File: src/rtl/pixel_frame_packer.sv
// Packs NCH serial frame lines into FRAME_WIDTH-bit frames and drains each frame as a header plus payload words.
// Latency: the header word is valid the cycle after a frame's last bit; each following word needs one accepted write.
// Backpressure: fifo_full stalls the drain with data_out held; a frame that completes while the drain is busy is dropped.
module pixel_frame_packer #(
    parameter int NCH         = 8,
    parameter int FRAME_WIDTH = 48,
    parameter int NDATA       = 1,
    parameter int FIFO_WIDTH  = 36
) (
    input  logic                  clk,
    input  logic                  rst,
    input  logic                  start,
    input  logic                  stop,
    input  logic                  mode,
    input  logic [NCH-1:0]        fd,
    input  logic                  fifo_full,
    output logic                  fifo_wr_en,
    output logic [FIFO_WIDTH-1:0] data_out,
    output logic                  busy,
    output logic                  overflow
);
    localparam int FW      = FRAME_WIDTH;
    localparam int PW      = FIFO_WIDTH - 4;
    localparam int FBITS   = NCH * FW;
    localparam int NW      = (FBITS + PW - 1) / PW;
    localparam int HBITS   = NW * PW;
    localparam int NFRAMES = 2 ** NDATA;
    localparam int BW      = $clog2(FW);
    localparam int WW      = (NW > 1) ? $clog2(NW) : 1;
    localparam int NFW     = NDATA + 1;

    localparam logic [3:0] TAG_HDR  = 4'hA;
    localparam logic [3:0] TAG_DAT  = 4'h5;
    localparam logic [3:0] TAG_LAST = 4'h6;

    typedef enum logic {C_IDLE, C_CAP} cap_state_t;
    typedef enum logic [1:0] {D_IDLE, D_HDR, D_DATA} drn_state_t;

    cap_state_t       cap;
    drn_state_t       drn;
    logic             mode_q;
    logic [BW-1:0]    bit_cnt;
    logic [NFW-1:0]   frame_num;
    logic [15:0]      frame_cnt;
    logic [FBITS-1:0] frame;
    logic [FBITS-1:0] frame_next;
    logic [HBITS-1:0] hold;
    logic [HBITS-1:0] hold_next;
    logic [WW-1:0]    word_idx;
    logic             word_vld;
    logic             frame_done;

    // Each channel shifts left so its first sampled bit ends up at the channel MSB.
    always_comb begin
        frame_next = frame;
        for (int c = 0; c < NCH; c++)
            frame_next[c*FW +: FW] = {frame[c*FW +: FW-1], fd[c]};
        hold_next = '0;
        hold_next[HBITS-1 -: FBITS] = frame_next;
    end

    assign frame_done = (cap == C_CAP) && (bit_cnt == BW'(FW - 1));
    assign fifo_wr_en = word_vld & ~fifo_full;
    assign busy       = (cap != C_IDLE) | (drn != D_IDLE);

    always_ff @(posedge clk) begin
        if (rst) begin
            cap       <= C_IDLE;
            drn       <= D_IDLE;
            mode_q    <= 1'b0;
            bit_cnt   <= '0;
            frame_num <= '0;
            frame_cnt <= '0;
            frame     <= '0;
            hold      <= '0;
            word_idx  <= '0;
            word_vld  <= 1'b0;
            data_out  <= '0;
            overflow  <= 1'b0;
        end else begin
            case (cap)
                C_IDLE: begin
                    if (start) begin
                        cap       <= C_CAP;
                        mode_q    <= mode;
                        overflow  <= 1'b0;
                        frame_cnt <= '0;
                        bit_cnt   <= '0;
                        frame_num <= '0;
                    end
                end
                default: begin
                    frame   <= frame_next;
                    bit_cnt <= frame_done ? '0 : bit_cnt + 1'b1;
                    if (frame_done) begin
                        frame_cnt <= frame_cnt + 16'd1;
                        frame_num <= frame_num + 1'b1;
                        if (drn != D_IDLE)
                            overflow <= 1'b1;
                        if (!mode_q && frame_num == NFW'(NFRAMES - 1))
                            cap <= C_IDLE;
                    end
                    // A frame finishing on the stop edge is still delivered.
                    if (stop)
                        cap <= C_IDLE;
                end
            endcase

            case (drn)
                D_IDLE: begin
                    if (frame_done) begin
                        hold     <= hold_next;
                        data_out <= {TAG_HDR, PW'(frame_cnt)};
                        word_vld <= 1'b1;
                        drn      <= D_HDR;
                    end
                end
                D_HDR: begin
                    if (fifo_wr_en) begin
                        data_out <= {(NW == 1) ? TAG_LAST : TAG_DAT, hold[HBITS-1 -: PW]};
                        hold     <= hold << PW;
                        word_idx <= '0;
                        drn      <= D_DATA;
                    end
                end
                D_DATA: begin
                    if (fifo_wr_en) begin
                        if (word_idx == WW'(NW - 1)) begin
                            word_vld <= 1'b0;
                            drn      <= D_IDLE;
                        end else begin
                            data_out <= {(word_idx == WW'(NW - 2)) ? TAG_LAST : TAG_DAT,
                                         hold[HBITS-1 -: PW]};
                            hold     <= hold << PW;
                            word_idx <= word_idx + 1'b1;
                        end
                    end
                end
                default: begin
                    word_vld <= 1'b0;
                    drn      <= D_IDLE;
                end
            endcase
        end
    end
endmodule

File: config.mk
export PLATFORM = sky130hd
export DESIGN_NAME = pixel_frame_packer
export DESIGN_NICKNAME = d
export VERILOG_FILES = /design/src/rtl/pixel_frame_packer.sv
export SDC_FILE = /design/constraint.sdc
export NUM_CORES = 2
export LEC_CHECK = 0
export ABC_AREA = 0
export ABC_CLOCK_PERIOD_IN_PS = 5000
export CAP_MARGIN = 20
export CORE_MARGIN = 2
export CORE_UTILIZATION = 60
export CTS_CLUSTER_SIZE = 16
export DETAILED_ROUTE_END_ITERATION = 8
export PLACE_DENSITY = 0.87
export SLEW_MARGIN = 30
export SYNTH_ARGS = -nofsm -noshare
export SYNTH_HDL_FRONTEND = slang
export SYNTH_SLANG_ARGS = --single-unit
File: constraint.sdc
create_clock -name clk -period 5 [get_ports clk]
set_input_delay 0.75 -clock clk [delete_from_list [all_inputs] [get_ports clk]]
set_output_delay 0.75 -clock clk [all_outputs]
set_load 0.01 [all_outputs]
Word level (Yosys, flattened, before mapping)
Index checks and enable logic that the tools add are counted.
{"block": "totals", "register_bits": 837, "wordCells": 91, "in_bits": 14, "out_inout_bits": 39}
{"block": "classes", "n_reduce_logical": 15, "n_addsub": 4, "mux": 42, "bitwise_logic": 5, "eq_ne": 13}
{"op": "two-way mux 384 bit", "count": 4}
{"op": "one-hot mux 384 bit (3 select lines)", "count": 1}
{"op": "two-way mux 36 bit", "count": 4}
{"op": "one-hot mux 36 bit (3 select lines)", "count": 1}
{"op": "two-way mux 16 bit", "count": 3}
{"op": "two-way mux 6 bit", "count": 3}
{"op": "adder 16 x 1 -> 16 bit, second input constant", "count": 1}
{"op": "two-way mux 2 bit", "count": 8}
{"op": "two-way mux 1 bit", "count": 12}
{"op": "two-way mux 4 bit", "count": 3}
{"op": "AND reduction 4 bit", "count": 3}
{"op": "inequality test 2 bit, second input constant", "count": 5}
{"op": "equality test 4 bit, second input constant", "count": 2}
{"op": "one-hot mux 4 bit (2 select lines)", "count": 1}
{"op": "adder 6 x 1 -> 6 bit, second input constant", "count": 1}
{"op": "equality test 6 bit, second input constant", "count": 1}
{"op": "one-hot mux 2 bit (3 select lines)", "count": 1}
{"op": "nonzero test 2 bit", "count": 3}
{"op": "AND reduction 5 bit", "count": 1}
{"op": "adder 4 x 1 -> 4 bit, second input constant", "count": 1}
{"op": "equality test 2 x 1 -> 1 bit, second input constant", "count": 2}
{"op": "inequality test 2 x 1 -> 1 bit, second input constant", "count": 2}
{"op": "AND reduction 2 bit", "count": 2}
{"op": "inverter 1 bit", "count": 3}
{"op": "other kinds (10)", "count": 11}

Logic depth before layout (Yosys ltp)
{"block": "depth", "depth_word": 6, "ltp_mapped": 10, "depth_no_buf": 6}

Least setup slack after synthesis
OpenSTA, ideal clock, no wires.
{"block": "synth_timing", "path_kind": "register -> register", "from": "reg drn[0]", "to": "reg hold[377]", "path_slack_ps": 2751, "stages_incl_launch_ff": 11, "t_arrival_ps": 2115, "required_ps": 4866, "setup_time_ps": 134, "period_less_slack_ps": 2249, "path_buffers": 4, "cell_sequence": "dfxtp_1 > inv_1 > ha_1 > or2_1 > clkbuf_1 > a211oi_4 > and2_1 > buf_4 > buf_4 > buf_2 > a211oi_1"}
{"block": "synth_between", "elab_chain_cells": 3, "elab_cells_between_ends": 10, "classes_between": "eq/ne: 6; mux: 1; reduce/logical: 3"}
{"item": "start, declared", "line_no": "40", "rtl": "drn_state_t drn;"}
{"item": "start signal, assigned", "line_no": "69", "rtl": "drn <= D_IDLE;"}
{"item": "start signal, assigned", "line_no": "115", "rtl": "drn <= D_HDR;"}
{"item": "start signal, assigned", "line_no": "123", "rtl": "drn <= D_DATA;"}
{"item": "equality test 2 bit, or another cell as far along", "line_no": "109", "rtl": "case (drn)"}
{"item": "inequality test 2 bit (no line) / nonzero test 3 bit (equally long branches)"}
{"item": "AND reduction 5 bit (no line)"}
{"item": "end signal, assigned", "line_no": "112", "rtl": "hold <= hold_next;"}
{"item": "end signal, assigned", "line_no": "121", "rtl": "hold <= hold << PW;"}
{"item": "end signal, assigned", "line_no": "134", "rtl": "hold <= hold << PW;"}
{"item": "end, declared", "line_no": "47", "rtl": "logic [HBITS-1:0] hold;"}
Several ways; a longest one is shown, not always the timed one.
A chain may end at the register's enable or synchronous reset.

Worst setup path after layout
{"block": "layout_timing", "from": "reg cap", "to": "reg hold[95]"}
{"block": "layout_between", "elab_chain_cells": 3}
{"item": "start, declared", "line_no": "39", "rtl": "cap_state_t cap;"}
{"item": "start signal, assigned", "line_no": "68", "rtl": "cap <= C_IDLE;"}
{"item": "start signal, assigned", "line_no": "84", "rtl": "cap <= C_CAP;"}
{"item": "start signal, assigned", "line_no": "101", "rtl": "cap <= C_IDLE;"}
{"item": "logical AND 1 bit", "line_no": "62", "rtl": "assign frame_done = (cap == C_CAP) && (bit_cnt == BW'(FW - 1));"}
{"item": "inequality test 2 bit (no line)"}
{"item": "AND reduction 5 bit (no line)"}
Every way passes these cells.

==> results.yml <==
power:
  powerDensity_mw_per_mm2: 408.7
  p_leak_nw: 11.45
  p_int_w: 0.01117
  vdd_drop_max_mv: 0.3649
  switching_share: 0.2498
  power.switching_w: 0.003721
  power_frac_seq: 0.482
  p_clk_frac: 0.408
  comb_power_share: 0.110
floorplanning:
  core_mm2: 0.05499
  die_h_um: 239.4
  die_width_um: 239.4
  initial_utilization: 0.6045
  io_pins: 53
  num_rows: 86
  dieArea_mm2: 0.05730
grt:
  grt_use_met3: 0.03965
  grt_pass1_vias: 23360
  met2_usage: 0.4175
  grt-busiest-layer: "met2"
  grt_usage: 0.2468
  grt_util_met1: 0.3171
  grt_start_max_net_pins: 226
  grt_pass1_wl_mm: 118.7
  grt-ovfl-total: 0
  antenna_found_initial: 0
sta:
  rsz0062_at_grt: "no"
  tns_ns: 0
  maxSlewViolCount: 0
  fin_crit_ns: 3.827
  setup_viol: 0
  worst_slew_pin_slew_ns: 1.166
  holdWs_ns: 0.4559
  fin_skew_ns: 0.01646
  finalHoldViolations: 0
  finalCritPeriodShare: 0.7653
  fmax_mhz: 261.3
  timing.slew.headroom: 0.2225
synth:
  ys_types: 45
  synth_seq_area_share: 0.4999
  async_reset_ff_frac: 0
  synth_cells: 3295
  syn_area_per_cell_um2: 10.09
  syn_nets: 3320
  ys_warn_count: 0
  ys_ff_latch: 830
  dominantRegCellSynth: "dfxtp_1"
  synth_edf_count: 0
  syn_area_mm2: 0.03324
critical_path:
  r2r-start: "cap"
  arrival_ns: 4.28
  worstSetupPathType: "reg2reg"
  critPathLaunchType: "flip-flop"
  cp-end-kind: "flip-flop"
  crit_required_ns: 5.45
  max_stage_delay_ns: 1.00
  crit_chain: "nand2_1 -> o21ai_4 -> and2_4 -> buf_4 -> a211oi_1"
  startpoint: "cap"
  crit_slowest_cell: "dfxtp_4"
  crit_fanout: 62
clock_tree:
  postCtsHoldBufs: 0
  clock_path_buffers: 3
  cts_tree: "done"
  clockRootBuffer: "clkbuf_16"
  path_clk_slew_ns: 0.06
  cts_resized: 0
  htree_levels: 3
  cts.sinks: 830
  cts_setup_buffers: 0
  clk-insertion-delay-late_ns: 0.61
  numCtsBuffers: 77
worst_hold_path:
  hold_path.class: "reg2reg"
  worstHoldStart: "data_out[34]"
placement:
  io_buffers: 52
  dp_hpwl_mm: 39.57
  gp_congestion: 0.7883
detailed_routing:
  wire_per_inst_um: 18.28
  drt_wl_total_mm: 72.06
  ant_nets: 0
  firstDrtPassIters: 5
  dr_total_vias: 24030
  drc_errors: 0
  drt_iter0_markers: 2200
  vias_per_cell: 6.095
finish:
  nets: 3160
  syn2layout_area_growth_pct: 9.655
  layout-drive-gt1-share: 0.05260
  n_antenna_cell: 0
  fill_cells: 3953
run:
  drv_cap: 0
outcome:
  status: "completed"
[cell usage after synthesis (2+ instances only)]
library cell  instances  area (µm²)
nor3b_1               3       22.52
and2_1                2       12.51
a21oi_1             379        1897
or4_1                 8       60.06
mux2i_1             730        7307
nand3b_1              2       15.01
xor2_1                2       17.52
o21ai_1               3       15.01
and4b_1               2       20.02
buf_1                48       180.2
dfxtp_1             830       16620
or3_1                 6       37.54
a221o_1              15       150.1
o21ai_0              35       175.2
ha_1                 11       137.6
buf_4                14       105.1
o2111ai_1             3       26.28
nor4_1                5       31.28
o31ai_1              11       82.58
nand3_1               8       40.04
a31oi_1               4       25.02
buf_2               111       555.5
nand4_1              39       244.0
o211ai_1              2       15.01
clkbuf_1            150       563.0
inv_1                14       52.55
nand2b_1              3       18.77
xnor2_1               6       52.55
a22o_1               17       148.9
a311oi_1              2       17.52
nor2_1              396        1486
nor2b_1               2       12.51
nor3_1                3       15.01
nand2_1              48       180.2
and4_1               17       148.9
a211oi_1            355        2665
[placed cells by master (no fill, tap or decap), types with 3 or more instances in the layout]
| cell type | count |
|---|---|
| dfxtp_1 | 829 |
| mux2i_1 | 730 |
| nor2_1 | 395 |
| a21oi_1 | 378 |
| a211oi_1 | 355 |
| clkbuf_16 | 79 |
| clkdlybuf4s50_1 | 51 |
| nand2_1 | 48 |
| nand4_1 | 39 |
| o21ai_0 | 34 |
| clkbuf_8 | 27 |
| and4_1 | 17 |
| a22o_1 | 17 |
| a221o_1 | 15 |
| buf_4 | 15 |
| inv_1 | 14 |
| clkbuf_1 | 14 |
| buf_12 | 13 |
| o31ai_1 | 11 |
| ha_1 | 10 |
| clkinv_2 | 9 |
| nand3_1 | 8 |
| or4_1 | 8 |
| xnor2_1 | 6 |
| or3_1 | 6 |
| bufinv_16 | 6 |
| nor4_1 | 5 |
| a31oi_1 | 4 |
| nand2b_1 | 3 |
| o21ai_1 | 3 |
| nor3_1 | 3 |
| o2111ai_1 | 3 |
| nor3b_1 | 3 |
[routing by layer]
| layer | vias to the layer above | wire length, µm |
|---|---|---|
| met2 | 532 | 35220 |
| met3 | 180 | 2660 |
| li1 | 11660 | - |
| met5 | - | 0 |
| met4 | 0 | 2454 |
| met1 | 11650 | 31720 |
[cell type report]
cell class | instances | area, µm² | area share
clock buffer | 120 | 2401 | 0.06587
inverter | 14 | 52.55 | 0.001442
multi-input combinational | 2128 | 15210 | 0.4174
sequential | 830 | 16620 | 0.4560
clock inverter | 18 | 250.2 | 0.006866
timing repair buffer | 84 | 975.9 | 0.02678
tap | 748 | 935.9 | 0.02568
[kinds of logic after synthesis]
| family | share of synthesized area |
|---|---|
| fa+ha+maj | 0.004141 |
| xor+xnor | 0.002108 |
| buf+inv | 0.04382 |
| simple gates | 0.07156 |
| compound gates | 0.1583 |
| mux | 0.2202 |
| flops | 0.4999 |
[worst paths after layout]
| path | to | slack, ns | depth (start not counted) |
|---|---|---|---|
| hold / removal | data_out[34] | 0.46 | 2 |
| setup reg to reg | hold[95] | 1.17 | 5 |
| hold reg to reg | data_out[34] | 0.46 | 2 |
| setup / recovery | hold[95] | 1.17 | 5 |
[registers in the layout, indices dropped and copies added (netlist names)]
name / cells
data_out: 36
mode_q: 1
cap: 1
frame_cnt: 16
frame_num: 2
drn: 2
overflow: 1
word_vld: 1
hold: 384
word_idx: 4
frame: 376
bit_cnt: 6
[power by group through the flow]
stage | Combinational (W) | Sequential, W | Clock [W]
floorplan | 0.00136 | 0.00722 | 0
global placement | 0.00156 | 0.00731 | 0
detailed placement | 0.00161 | 0.00731 | 0
CTS | 0.00163 | 0.00717 | 0.00613
global route | 0.00179 | 0.00720 | 0.00641
finish | 0.00164 | 0.00718 | 0.00607
[worst max-delay path: cells and delay by family (launching register included)]
kind,cells,cell delay [ns]
buffers and inverters,1,0.52
DFF,1,1.00
AOI/OAI and AO/OA,2,0.93
and+or+nand+nor,2,1.17
[stage by stage]
| stage | utilization | worst slack, ns | cell area [µm²] | power, W | std cells |
|---|---|---|---|---|---|
| finish | 0.6629 | 1.173 | 36450 | 0.01490 | 3942 |
| global route | 0.6629 | 0.9378 | 36450 | 0.01540 | 3942 |
| CTS | 0.6628 | 1.235 | 36450 | 0.01493 | 3942 |
| detailed placement | 0.6146 | 1.274 | 33790 | 0.008928 | 3804 |
| global placement | 0.6135 | 1.371 | 33730 | 0.008867 | 3802 |
| floorplan | - | 2.751 | 33240 | 0.008577 | 3295 |
Power figures use the tool's default switching activity.
